### config.mk
export PLATFORM = sky130hd
export DESIGN_NAME = dot_product_sequencer
export DESIGN_NICKNAME = d
export VERILOG_FILES = /design/src/rtl/dot_product_sequencer.sv
export SDC_FILE = /design/constraint.sdc
export NUM_CORES = 1
export LEC_CHECK = 0
export CORE_AREA = 2 2 213 215
export DETAILED_ROUTE_END_ITERATION = 16
export DIE_AREA = 0 0 215 217
export HOLD_SLACK_MARGIN = 0.08
export SLEW_MARGIN = 0
export SYNTH_ARGS = -nofsm -noshare
export SYNTH_HDL_FRONTEND = slang
export SYNTH_SLANG_ARGS = --single-unit
### constraint.sdc
create_clock -name i_clk -period 2.45 [get_ports i_clk]
set_clock_uncertainty 0.05 [all_clocks]
set_input_delay 0.3675 -clock i_clk [delete_from_list [all_inputs] [get_ports i_clk]]
set_output_delay 0.3675 -clock i_clk [all_outputs]
set_load 0.01 [all_outputs]
### src/rtl/dot_product_sequencer.sv
// dot_product_sequencer: sequences a 16-lane int8 BRAM/MLP dot-product datapath (B load, A streaming, result return)
// Ports:
//   i_clk, i_reset_n             clock, asynchronous active-low reset
//   i_bload_* / o_bload_ready    B-vector load stream, written to BRAM starting at address 0
//   i_cmd_* / o_cmd_ready        dot-product command (number of A blocks minus 1)
//   i_a_* / o_a_ready            A block stream, forwarded gap-free during RUN
//   o_dp_*                       registered datapath drive (B write port, A, first/last framing)
//   i_dp_sum, i_dp_valid         datapath result
//   o_res_* / i_res_ready        result return, held until consumed
//   o_b_words                    number of B words currently loaded
//   o_busy, o_err_len, o_err_underrun, i_err_clr   status and sticky errors
//   o_perf_cycles                RUN+DRAIN cycle count of the last result (macro DOT_SEQ_PERF_EN), else 0
module dot_product_sequencer #(
    parameter int N = 8,
    parameter int M = 16,
    parameter int A = 10,
    parameter int S = 48
) (
    input  logic               i_clk,
    input  logic               i_reset_n,
    input  logic [M/2*N-1:0]   i_bload_data,
    input  logic               i_bload_valid,
    input  logic               i_bload_last,
    output logic               o_bload_ready,
    input  logic               i_cmd_valid,
    input  logic [A-2:0]       i_cmd_nblocks,
    output logic               o_cmd_ready,
    input  logic [M*N-1:0]     i_a_data,
    input  logic               i_a_valid,
    output logic               o_a_ready,
    output logic [M/2*N-1:0]   o_dp_b,
    output logic [A-1:0]       o_dp_b_addr,
    output logic               o_dp_wren,
    output logic [M*N-1:0]     o_dp_a,
    output logic               o_dp_first,
    output logic               o_dp_last,
    input  logic [S-1:0]       i_dp_sum,
    input  logic               i_dp_valid,
    output logic [S-1:0]       o_res_sum,
    output logic               o_res_valid,
    input  logic               i_res_ready,
    output logic [A:0]         o_b_words,
    output logic               o_busy,
    output logic               o_err_len,
    output logic               o_err_underrun,
    input  logic               i_err_clr,
    output logic [15:0]        o_perf_cycles
);
    typedef enum logic [2:0] {IDLE, LOAD, RUN, DRAIN, HOLD} state_t;
    state_t       state;
    logic [A-1:0] count;
    logic [A-2:0] remaining;
    logic         started, flushed, skip, discard;
    logic         bload_fire, cmd_fire, len_bad, set_len, set_under;
    logic [A-1:0] waddr;
    logic [A:0]   len_need;
    // Readies are forced low while reset is held so every output reads 0 in reset.
    assign o_bload_ready = i_reset_n && (state == IDLE || state == LOAD);
    assign o_cmd_ready   = i_reset_n && state == IDLE && !i_bload_valid;
    // The first RUN cycle after reset is a flush cycle that does not take A data.
    assign o_a_ready     = i_reset_n && state == RUN && flushed;
    assign o_busy        = state != IDLE || o_res_valid;
    assign bload_fire    = i_bload_valid && o_bload_ready;
    assign cmd_fire      = i_cmd_valid && o_cmd_ready;
    assign waddr         = state == IDLE ? '0 : count;
    assign len_need      = {({1'b0, i_cmd_nblocks} + A'(1)), 1'b0};
    assign len_bad       = len_need > o_b_words;
    assign set_len       = cmd_fire && len_bad;
    assign set_under     = state == RUN && flushed && started && !i_a_valid;
    always_ff @(posedge i_clk or negedge i_reset_n) begin
        if (!i_reset_n) begin
            state          <= IDLE;
            count          <= '0;
            remaining      <= '0;
            started        <= 1'b0;
            flushed        <= 1'b0;
            skip           <= 1'b0;
            discard        <= 1'b0;
            o_dp_b         <= '0;
            o_dp_b_addr    <= '0;
            o_dp_wren      <= 1'b0;
            o_dp_a         <= '0;
            o_dp_first     <= 1'b0;
            o_dp_last      <= 1'b0;
            o_res_sum      <= '0;
            o_res_valid    <= 1'b0;
            o_b_words      <= '0;
            o_err_len      <= 1'b0;
            o_err_underrun <= 1'b0;
        end else begin
            o_dp_wren      <= 1'b0;
            o_dp_first     <= 1'b0;
            o_dp_last      <= 1'b0;
            o_dp_a         <= '0;
            o_err_len      <= set_len | (o_err_len & ~i_err_clr);
            o_err_underrun <= set_under | (o_err_underrun & ~i_err_clr);
            // The flush cycle's datapath result is the only one that must be ignored.
            if (i_dp_valid && skip)
                skip <= 1'b0;
            case (state)
                IDLE, LOAD: begin
                    if (bload_fire) begin
                        o_dp_wren   <= 1'b1;
                        o_dp_b_addr <= waddr;
                        o_dp_b      <= i_bload_data;
                        count       <= waddr + A'(1);
                        if (state == IDLE)
                            o_b_words <= '0;
                        if (i_bload_last || &waddr) begin
                            o_b_words <= {1'b0, waddr} + (A+1)'(1);
                            state     <= IDLE;
                        end else begin
                            state <= LOAD;
                        end
                    end else if (cmd_fire && !len_bad) begin
                        remaining <= i_cmd_nblocks;
                        started   <= 1'b0;
                        discard   <= 1'b0;
                        state     <= RUN;
                    end
                end
                RUN: begin
                    if (!flushed) begin
                        o_dp_last <= 1'b1;
                        flushed   <= 1'b1;
                        skip      <= 1'b1;
                    end else if (i_a_valid) begin
                        o_dp_a     <= i_a_data;
                        o_dp_first <= !started;
                        o_dp_last  <= remaining == '0;
                        started    <= 1'b1;
                        remaining  <= remaining - (A-1)'(1);
                        if (remaining == '0)
                            state <= DRAIN;
                    end else if (started) begin
                        // A gap mid-stream: close the frame so the datapath address rewinds.
                        o_dp_last <= 1'b1;
                        discard   <= 1'b1;
                        state     <= DRAIN;
                    end
                end
                DRAIN: begin
                    if (i_dp_valid && !skip) begin
                        if (discard) begin
                            state <= IDLE;
                        end else begin
                            o_res_sum   <= i_dp_sum;
                            o_res_valid <= 1'b1;
                            state       <= HOLD;
                        end
                    end
                end
                HOLD: begin
                    if (i_res_ready) begin
                        o_res_valid <= 1'b0;
                        state       <= IDLE;
                    end
                end
                default: state <= IDLE;
            endcase
        end
    end
`ifdef DOT_SEQ_PERF_EN
    logic [15:0] perf_cnt;
    always_ff @(posedge i_clk or negedge i_reset_n) begin
        if (!i_reset_n) begin
            perf_cnt      <= '0;
            o_perf_cycles <= '0;
        end else begin
            if (cmd_fire)
                perf_cnt <= '0;
            else if ((state == RUN || state == DRAIN) && perf_cnt != 16'hffff)
                perf_cnt <= perf_cnt + 16'd1;
            if (state == DRAIN && i_dp_valid && !skip && !discard)
                o_perf_cycles <= perf_cnt;
        end
    end
`else
    assign o_perf_cycles = '0;
`endif
endmodule

==> flow_metrics.env <==
export IMPL_required_ps=2810
export IMPL_drive_above_1_share_pct=11.6
export IMPL_hpwlAfterDp_um=26800
export IMPL_final_core_util_pct=42.2
export IMPL_slew_headroom_pct=41.0
export IMPL_min_from="i_cmd_nblocks[4]"
export IMPL_via_count=9223
export IMPL_grt_remaining_overflow=0
export IMPL_fin_cells=2196
export IMPL_drc=0
export IMPL_diodes=0
export IMPL_yosysMostFrequentCell="dfrtp_1"
export IMPL_cp_max_fo=5
export IMPL_yosysSeqAreaShare_pct=64.6
export IMPL_yosys_area_top_type="dfrtp_1"
export IMPL_antenna_found_initial=0
export IMPL_cts_root_buffer="clkbuf_16"
export IMPL_fmax_mhz=406
export IMPL_yosys_area_share_simple_pct=19.5
export IMPL_drt_pass1_iterations=4
export IMPL_critPathBufInv=3
export IMPL_ys_flop_type="dfrtp_1"
export IMPL_viasPerCell=4.20
export IMPL_area_growth_pct=66.3
export IMPL_synth_top_area_share_pct=64.6
export IMPL_grt_use_total_pct=15.3
export IMPL_critPathTopFamily="compound AO/OA/AOI/OAI gates"
export IMPL_place_inst=2124
export IMPL_nNetsFinal=1847
export IMPL_final_hold_viol_count=0
export IMPL_rsz0062_at_grt="true"
export IMPL_fin_ws_ps=-10.4
export IMPL_synth_area_um2=11300
export IMPL_drt_initial_drc_count=364
export IMPL_synth_top_cells_by_area="dfrtp_1 (65%), nand2_1 (8.2%), and2_1 (7.3%)"
export IMPL_cts_sinks=293
export IMPL_yosysWarnings=0
export IMPL_clock_path_buffers=3
export IMPL_worstSetupPathType="input pin to flop"
export IMPL_ys_types=55
export IMPL_min_period_ps=2460
export IMPL_violations="setup timing"
export IMPL_synth_xor_area_share_pct=1.08
export IMPL_die_area_um2=46700
export IMPL_cap_viol_max_count=0
export IMPL_ys_top_cells_by_count="dfrtp_1 (293), nand2_1 (249), and2_1 (133), mux2_2 (47)"
export IMPL_period_share_pct=100
export IMPL_initial_core_util_pct=25.4
export IMPL_ant_nets=0
export IMPL_io_pins=545
export IMPL_grt_max_degree=114
export IMPL_place_congestion=0.811
export IMPL_hold_path_class="input pin to flop"
export IMPL_critPathMaxStageDelay_ps=340
export IMPL_leakagePower_nw=8.55
export IMPL_fp_dieH_um=217
export IMPL_die_w_um=215
export IMPL_peakVddDrop_uv=623
export IMPL_synth_compound_area_share_pct=4.42
export IMPL_cts_buffers=36
export IMPL_tightest_slew_ps=885
export IMPL_first_global_vias=9549
export IMPL_drv_slew=0
export IMPL_synth_top_family_by_area="simple AND/OR/NAND/NOR gates"
export IMPL_syn_inst=1011
export IMPL_critPathArrivalTime_ps=2820
export IMPL_reg2regPathDepth=10
export IMPL_hold_end="remaining[4]$_DFFE_PN0P_"
export IMPL_cts_max_level=2
export IMPL_r2r_start="o_b_words[9]$_DFFE_PN0P_"
export IMPL_routed_wl_um=36600
export IMPL_status="finished with violations"
export IMPL_end_kind="flop"
export IMPL_synth_seq_cells=293
export IMPL_avgSynthCellArea_um2=11.2
export IMPL_port_buffers=528
export IMPL_start_kind="input pin"
export IMPL_grt_pass1_wl_um=55500
export IMPL_synthArstFlopShare_pct=100
export IMPL_synth_edf_count=0
export IMPL_placed_cell_area_um2=17500
export IMPL_finalSetupViolations=1
export IMPL_path_clk_slew_ps=60
export IMPL_core_um2=44700
export IMPL_synth_fa_ha_area_share_pct=1.43
export IMPL_r2r_end="remaining[0]$_DFFE_PN0P_"
export IMPL_r2r_setup_slack_ps=90
export IMPL_hold_depth=4
export IMPL_powerDensity_nw_per_um2=916
export IMPL_insertion_delay_ps=530
export IMPL_path_cells="buf_6 -> and3_4 -> and3_4 -> nand3_4 -> xnor2_2 -> ha_1 -> nand4_1 -> buf_4 -> a2111oi_4 -> a2111oi_4 -> o21bai_4 -> buf_6 -> nor3_2 -> a211o_1"
export IMPL_cts_tree="done"
export IMPL_final_area_um2=18900
export IMPL_muxShareOfSynthArea_pct=5.14
export IMPL_report_power_total_mw=17.3
export IMPL_rows=78
export IMPL_cp_slowest_cell="a2111oi_4"
export IMPL_avgRoutedWirePerCell_um=16.7
-- cell families (layout without fill, tap and decap cells) --
group	Yosys count	in the layout
buffers and inverters	91	660
adders and majority gates	13	13
AOI/OAI and AO/OA	82	83
DFF	293	293
xor gates and xnor gates	14	14
and+or+nand+nor	465	465
muxes	52	52
other	1	16
-- layout make-up --
class | count | area (um^2)
fill | 4358 | 25800
multi-input combinational | 643 | 3840
clock buffer | 50 | 1010
tap | 600 | 751
sequential | 293 | 7330
timing repair buffer | 580 | 5770
inverter | 22 | 82.6
clock inverter | 8 | 81.3
-- repair_timing --
| item | in CTS | in global routing |
|---|---|---|
| endpoints found under the hold margin | 172 | 0 |
| gates resized for setup | 27 | 25 |
| hold buffers | 1 | 0 |
| endpoints found under the setup margin | 17 | 15 |
| setup buffers | 4 | 8 |
| pin swaps | 9 | 17 |
| gates cloned | 0 | 1 |
-- flip-flops by register name, indices dropped and copies added, names as in the netlist, 3 cells and up --
name,cells
count,10
o_b_words,11
o_dp_a,128
o_dp_b,64
o_dp_b_addr,10
o_res_sum,48
remaining,9
state,3
-- placed cells by master, fill, tap and decap left out, types with 21 or more instances in the layout --
master / synthesis / final
dfrtp_1: 293 / 291
o21ai_0: 39 / 37
mux2_2: 47 / 47
nand2_1: 249 / 247
buf_4: 17 / 43
nand3_1: 24 / 21
nor2_1: 27 / 26
and2_1: 133 / 133
clkdlybuf4s50_1: 0 / 514
clkbuf_16: 0 / 37
-- worst max path at each step --
stage,from,slack [ps],cells past startpoint,end
5_1_grt,i_cmd_nblocks[3],-50,14,remaining[0]$_DFFE_PN0P_
2_1_floorplan,i_cmd_nblocks[2],-150,12,remaining[0]$_DFFE_PN0P_
4_1_cts,i_cmd_nblocks[2],-30,13,state[0]$_DFFE_PN0P_
6_report,i_cmd_nblocks[3],-10,14,remaining[0]$_DFFE_PN0P_
3_3_place_gp,i_cmd_nblocks[2],-770,12,state[0]$_DFFE_PN0P_
3_5_place_dp,i_cmd_nblocks[2],-910,12,state[0]$_DFFE_PN0P_
-- stage by stage --
| stage | hold WS (ps) | setup WS, ps | TNS, ps |
|---|---|---|---|
| final | 214 | -10.4 | -10.4 |
| after global routing | 203 | -54.1 | -83.3 |
| after CTS | 198 | -31.5 | -31.5 |
| after detailed placement | 170 | -906 | -10260 |
| after global placement | 171 | -773 | -8580 |
| after floorplan | 21.9 | -148 | -1110 |
-- where the power goes --
| part | leakage [nW] | switching [mW] | internal, mW |
|---|---|---|---|
| Clock | 0.530 | 2.04 | 2.98 |
| Sequential | 3.89 | 0.586 | 5.97 |
| Combinational | 4.12 | 2.58 | 3.13 |
| Total | 8.55 | 5.20 | 12.1 |
-- routing by layer --
layer | GRT usage, % | wire length [um]
met1 | 17.9 | 14400
met2 | 25.5 | 17800
met3 | 6.43 | 3440
met4 | 4.48 | 906
met5 | 0 | 0
-- worst register-to-register path: stages (launching register included) --
cell and delay, ps:
dfrtp_1 380, inv_1 70, ha_1 310, nand4_1 170, buf_4 190, a2111oi_4 340, a2111oi_4 90, o21bai_4 210
buf_6 140, nor3_2 40, a211o_1 260
(Power assumes the default switching activity.)
